==> src/rtl/wb_regfile.sv <==
// Write-back stage: selects load vs ALU data, commits it to the register file,
// and serves two combinational read ports with write-first bypass.
module wb_regfile #(
    parameter int DATA_W  = 32,
    parameter int ADDR_W  = 5,
    parameter bit R0_ZERO = 1'b1
) (
    input  logic              clock,
    input  logic              rst,
    input  logic              WBreg,
    input  logic              RegWritereg,
    input  logic [DATA_W-1:0] Memreg,
    input  logic [DATA_W-1:0] ALUreg,
    input  logic [ADDR_W-1:0] RegRDreg,
    input  logic [ADDR_W-1:0] rs_addr,
    input  logic [ADDR_W-1:0] rt_addr,
    output logic [DATA_W-1:0] rs_data,
    output logic [DATA_W-1:0] rt_data,
    output logic [DATA_W-1:0] wb_data,
    output logic [ADDR_W-1:0] wb_rd,
    output logic              wb_we,
    output logic [ADDR_W-1:0] last_rd,
    output logic [DATA_W-1:0] last_data,
    output logic              last_valid,
    output logic [15:0]       wr_count
);

    localparam int DEPTH = 2 ** ADDR_W;

    logic [DATA_W-1:0] regs_q [DEPTH];
    logic [DEPTH-1:0]  entry_we;

    logic [ADDR_W-1:0] last_rd_q,    last_rd_d;
    logic [DATA_W-1:0] last_data_q,  last_data_d;
    logic              last_valid_q, last_valid_d;
    logic [15:0]       wr_count_q,   wr_count_d;

    assign wb_data = WBreg ? Memreg : ALUreg;
    assign wb_rd   = RegRDreg;
    assign wb_we   = RegWritereg & ~(R0_ZERO & (RegRDreg == '0));

    // Per-entry enables are qualified by wb_we so an unknown index with no write
    // pending can never reach the storage.
    for (genvar gi = 0; gi < DEPTH; gi++) begin : g_entry_we
        assign entry_we[gi] = wb_we && (RegRDreg == ADDR_W'(gi));
    end

    always_ff @(posedge clock or negedge rst) begin
        if (!rst) begin
            for (int i = 0; i < DEPTH; i++) begin
                regs_q[i] <= '0;
            end
        end else begin
            for (int i = 0; i < DEPTH; i++) begin
                if (entry_we[i]) begin
                    regs_q[i] <= wb_data;
                end
            end
        end
    end

    always_comb begin
        last_rd_d    = last_rd_q;
        last_data_d  = last_data_q;
        last_valid_d = last_valid_q;
        wr_count_d   = wr_count_q;
        if (wb_we) begin
            last_rd_d    = RegRDreg;
            last_data_d  = wb_data;
            last_valid_d = 1'b1;
            wr_count_d   = wr_count_q + 16'd1;
        end
    end

    always_ff @(posedge clock or negedge rst) begin
        if (!rst) begin
            last_rd_q    <= '0;
            last_data_q  <= '0;
            last_valid_q <= 1'b0;
            wr_count_q   <= '0;
        end else begin
            last_rd_q    <= last_rd_d;
            last_data_q  <= last_data_d;
            last_valid_q <= last_valid_d;
            wr_count_q   <= wr_count_d;
        end
    end

    assign last_rd    = last_rd_q;
    assign last_data  = last_data_q;
    assign last_valid = last_valid_q;
    assign wr_count   = wr_count_q;

    // Read priority: hardwired zero, then the in-flight write, then storage.
    always_comb begin
        rs_data = regs_q[rs_addr];
        if (R0_ZERO && (rs_addr == '0)) begin
            rs_data = '0;
        end else if (wb_we && (rs_addr == RegRDreg)) begin
            rs_data = wb_data;
        end
    end

    always_comb begin
        rt_data = regs_q[rt_addr];
        if (R0_ZERO && (rt_addr == '0)) begin
            rt_data = '0;
        end else if (wb_we && (rt_addr == RegRDreg)) begin
            rt_data = wb_data;
        end
    end

endmodule
==> config.mk <==
export PLATFORM = sky130hd
export DESIGN_NAME = wb_regfile
export DESIGN_NICKNAME = d
export VERILOG_FILES = /design/src/rtl/wb_regfile.sv
export SDC_FILE = /design/constraint.sdc
export NUM_CORES = 2
export LEC_CHECK = 0
export ABC_AREA = 0
export BUFFER_PORTS_ARGS = -buffer_cell sky130_fd_sc_hd__buf_4
export CAP_MARGIN = 40
export CORE_AREA = 2 2 354 321
export CTS_CLUSTER_SIZE = 28
export DETAILED_ROUTE_END_ITERATION = 10
export DIE_AREA = 0 0 356 323
export PLACE_DENSITY = 0.74
export SYNTH_ARGS = -nofsm -noshare
export SYNTH_HDL_FRONTEND = slang
export SYNTH_SLANG_ARGS = --single-unit
==> constraint.sdc <==
create_clock -name clock -period 3.3 [get_ports clock]
set_input_delay 0.165 -clock clock [delete_from_list [all_inputs] [get_ports clock]]
set_output_delay 0.165 -clock clock [all_outputs]
set_load 0.03 [all_outputs]
==> results.md <==
* Full die area at between 100000 and 150000 um^2
* Clock Skews at 0.00482 ns
* Share of cells above drive strength 1 at 0.243
* DRC Markers at 0
* Clk sink count at approximately 1100
* Sequential power share at 0.439
* Number of DRC markers in iteration 0 at about 6700
* Pleak at roughly 28 nW
* WHS Path Cells at 4
* Via count at 45500
* Max Cap Viol at 0
* Vias in the first global route at between 40000 and 50000
* Synthesized Nets at between 5000 and 6000
* Worst path required time at about 3.1 ns
* Hold Path End: regs_q[767]
* RSZ-0062 raised after global routing: false
* Dominant synthesized flop cell: dfrtp_1
* Tightest Pin Transition at approximately 1 ns
* Synth-to-layout area growth at 17.4%
* Fin crit period at around 3.2 ns
* First-pass GRT wire length at slightly below 300000 um
* DR vias/cell at between 6 and 7
* Reg2reg start: wr_count[4]
* Fin Hold WS at roughly 0.019 ns
* Largest family of logic cells by synthesized area: multiplexers
* Final WL at 195000 um
* Row count at 117
* Initial antenna violation count at 5
* Sequential area share after synthesis at 0.488
* IO Pins at roughly 240
* Power Dens Cells at around 640 nW/um^2
* Internal at approximately 0.029 W
* FF-to-FF path depth at 5
* CTS Buffer Depth at 3
* Die X at approximately 360 um
* Final Hold Vio Count at 0
* Largest net degree at the start of global routing at 110
* Reg2reg end: wr_count[15]
* CP max FO at 25
* Root buffer cell: clkbuf_16
* Total global-route track usage at 0.339
* CTS H-tree lvls at 3
* Rel. slew slack at 0.323
* Post-synthesis cell count at 5031
* Crit. End Element: primary output
* Combinational Power Share at 0.236
* Clock power frac at 0.325
* Final setup viols at 0
* Final Cycle Share at 0.985
* CTS Buf Count at 113
* Worst Path Arrival at roughly 3 ns
* Insertion delay to the later sink of the worst-skew pair at 0.70 ns
* Ys async rst share at 1.00
* Peak VDD IR at approximately 480 uV
* Sw Share at 0.310
* Die Y at ~320 um
* DR pass1 iterations at 6
* CTS tree: yes
* Clock-pin slew on the worst setup and hold paths at roughly 0.060 ns
* Critical Path Start: rt_addr[2]
* Post-Synth XOR/XNOR Area at 0.00396
* Final HPWL DP at ~120000 um
* Post-Synth Simple-Gate Area at 0.0952
* Crit start category: input port
* Flops & latches, synth at ~1100
* Number of synthesized flops with an enable pin at 0
* Register Area at about 27000 um^2
* GRT Residual Overflow at 0
* Nets at around 5300
* Yosys Warn Count at 0
* Initial core utilization at 0.495
* Reg2reg setup slack at between 1.5 and 2 ns
* Fill cell count at approximately 8900
* Max frequency at around 0.3 GHz
* Dpl cell area at 60200 um^2
* Routability congestion estimate at about 0.89
* Crit Path Category: in2out
* Final instance area at around 65000 um^2
* Switching power at 0.0130 W
* Multi-input logic area at between 20000 and 30000 um^2
* HP Start: Memreg[31]
* Slew Limit Fails at 0
* Antenna-violating nets left at 0
* Sum Neg Setup Slack at 0 ns
* Core Footprint at approximately 110000 um^2
* Area of the mapped netlist at approximately 55000 um^2
* Synth Area in Adders at 0.000226
* Outcome: complete, no violations
* I/O Buffers at roughly 240
* Wire per inst at slightly below 30 um
* Mux contribution to synthesized area at 0.232
* Synth cell types at 58
* Post-Syn Area per Cell at roughly 11 um^2
* Synth Area in Compound Gates at 0.133
* Hold Path Class: in2reg
## Yosys cell counts, types with 4 or more instances
| library cell | count | area (um^2) |
|---|---|---|
| dfrtp_1 | 1078 | 27000 |
| nand2_1 | 616 | 2310 |
| nor2_1 | 576 | 2160 |
| a21oi_1 | 571 | 2860 |
| o21ai_0 | 505 | 2530 |
| mux4_2 | 487 | 11000 |
| clkbuf_1 | 406 | 1520 |
| mux2i_1 | 181 | 1810 |
| buf_2 | 69 | 345 |
| a22oi_1 | 63 | 473 |
| nand3_1 | 52 | 260 |
| o22ai_1 | 51 | 319 |
| a221oi_1 | 46 | 403 |
| o21ai_1 | 46 | 230 |
| inv_1 | 35 | 131 |
| buf_4 | 29 | 218 |
| buf_6 | 20 | 225 |
| buf_1 | 17 | 63.8 |
| nor3_1 | 16 | 80.1 |
| xnor2_1 | 16 | 140 |
| a221o_1 | 15 | 150 |
| nor2b_1 | 14 | 87.6 |
| a31oi_1 | 13 | 81.3 |
| nand4_1 | 10 | 62.6 |
| and3_1 | 9 | 56.3 |
| xor2_1 | 9 | 78.8 |
| a2111oi_0 | 7 | 61.3 |
| and2_1 | 7 | 43.8 |
| mux2_2 | 6 | 67.6 |
| buf_8 | 5 | 75.1 |
| nand2b_1 | 4 | 25.0 |
| nor3_2 | 4 | 40.0 |
| o31ai_1 | 4 | 30.0 |
| or3_1 | 4 | 25.0 |
## cell families after synthesis
logic type,Yosys count
compound gates,1344
simple gates,1323
flops,1078
mux,674
buf+inv,586
xor+xnor,25
fa+ha+maj,1
## power by group through the flow
stage	Sequential [W]	Clock, W	Combinational (W)
global route	0.0186	0.0142	0.0106
floorplan	0.0178	0	0.00666
detailed placement	0.0184	0	0.00958
global placement	0.0181	0	0.00925
CTS	0.0182	0.0136	0.00976
finish	0.0183	0.0136	0.00986
## metrics by stage
step                      utilization  setup slack (ns)  instances  power (W)
after floorplan                     -             0.854       5031     0.0245
after global placement          0.536             0.417       6469     0.0274
after detailed placement        0.538             0.376       6481     0.0279
after CTS                       0.580           0.00995       6757     0.0415
after global routing            0.581            0.0197       6765     0.0434
final                           0.581            0.0510       6769     0.0418
## layout make-up
class | count | share of cell area
Timing Repair Buffer | 592 | 0.0889
Multi-Input combinational cell | 3367 | 0.405
Clock inverter | 53 | 0.0111
Antenna cell | 4 | 0.000154
Inverter | 38 | 0.00222
Tap cell | 1487 | 0.0286
Clock buffer | 150 | 0.0489
Sequential cell | 1078 | 0.415
## placed cells by master, fill, tap and decap left out, drive strengths merged, types with 63 or more instances in the layout
cell type       n
dfrtp        1078
nand2         616
nor2          577
a21oi         571
o21ai         552
buf           519
mux4          487
mux2i         181
clkbuf        151
dlygate4sd3    72
a22oi          63
## worst max-delay path by stage
stage,endpoint,slack [ns],cells past startpoint
global route,rt_data[25],0.02,10
detailed placement,rt_data[28],0.38,9
global placement,rt_data[0],0.42,9
CTS,rt_data[25],0.01,10
finish,rt_data[0],0.05,9
floorplan,rt_data[25],0.85,7
## flip-flops by register name (all words and copies together), names as in the netlist
name        cells
regs_q       1024
last_data      32
wr_count       16
last_rd         5
last_valid      1
## critical path: stages
cell     delay [ns]
buf_4          0.41
buf_4          0.44
nor2b_1        0.47
a22oi_1        0.13
a31oi_1        0.46
o21ai_0        0.40
nand3_1        0.22
o21ai_1        0.13
buf_4          0.20
## routing by layer
metal  up-vias  share of wire  routed length (um)  GRT usage
met1     22700           0.36               70100      0.442
li1      18500              -                   -          -
met5         -        0.00023                  44          0
met3       769           0.14               26600      0.111
met2      3477           0.44               86500      0.506
met4         4          0.062               12100      0.182
## repair_timing
action | in CTS | in global routing
endpoints found under the setup margin | 0 | 8
hold buffers | 73 | 0
resized for setup | 0 | 3
setup buffers | 0 | 7
endpoints found under the hold margin | 637 | 0
No activity file was read; power rests on OpenSTA's default activity.
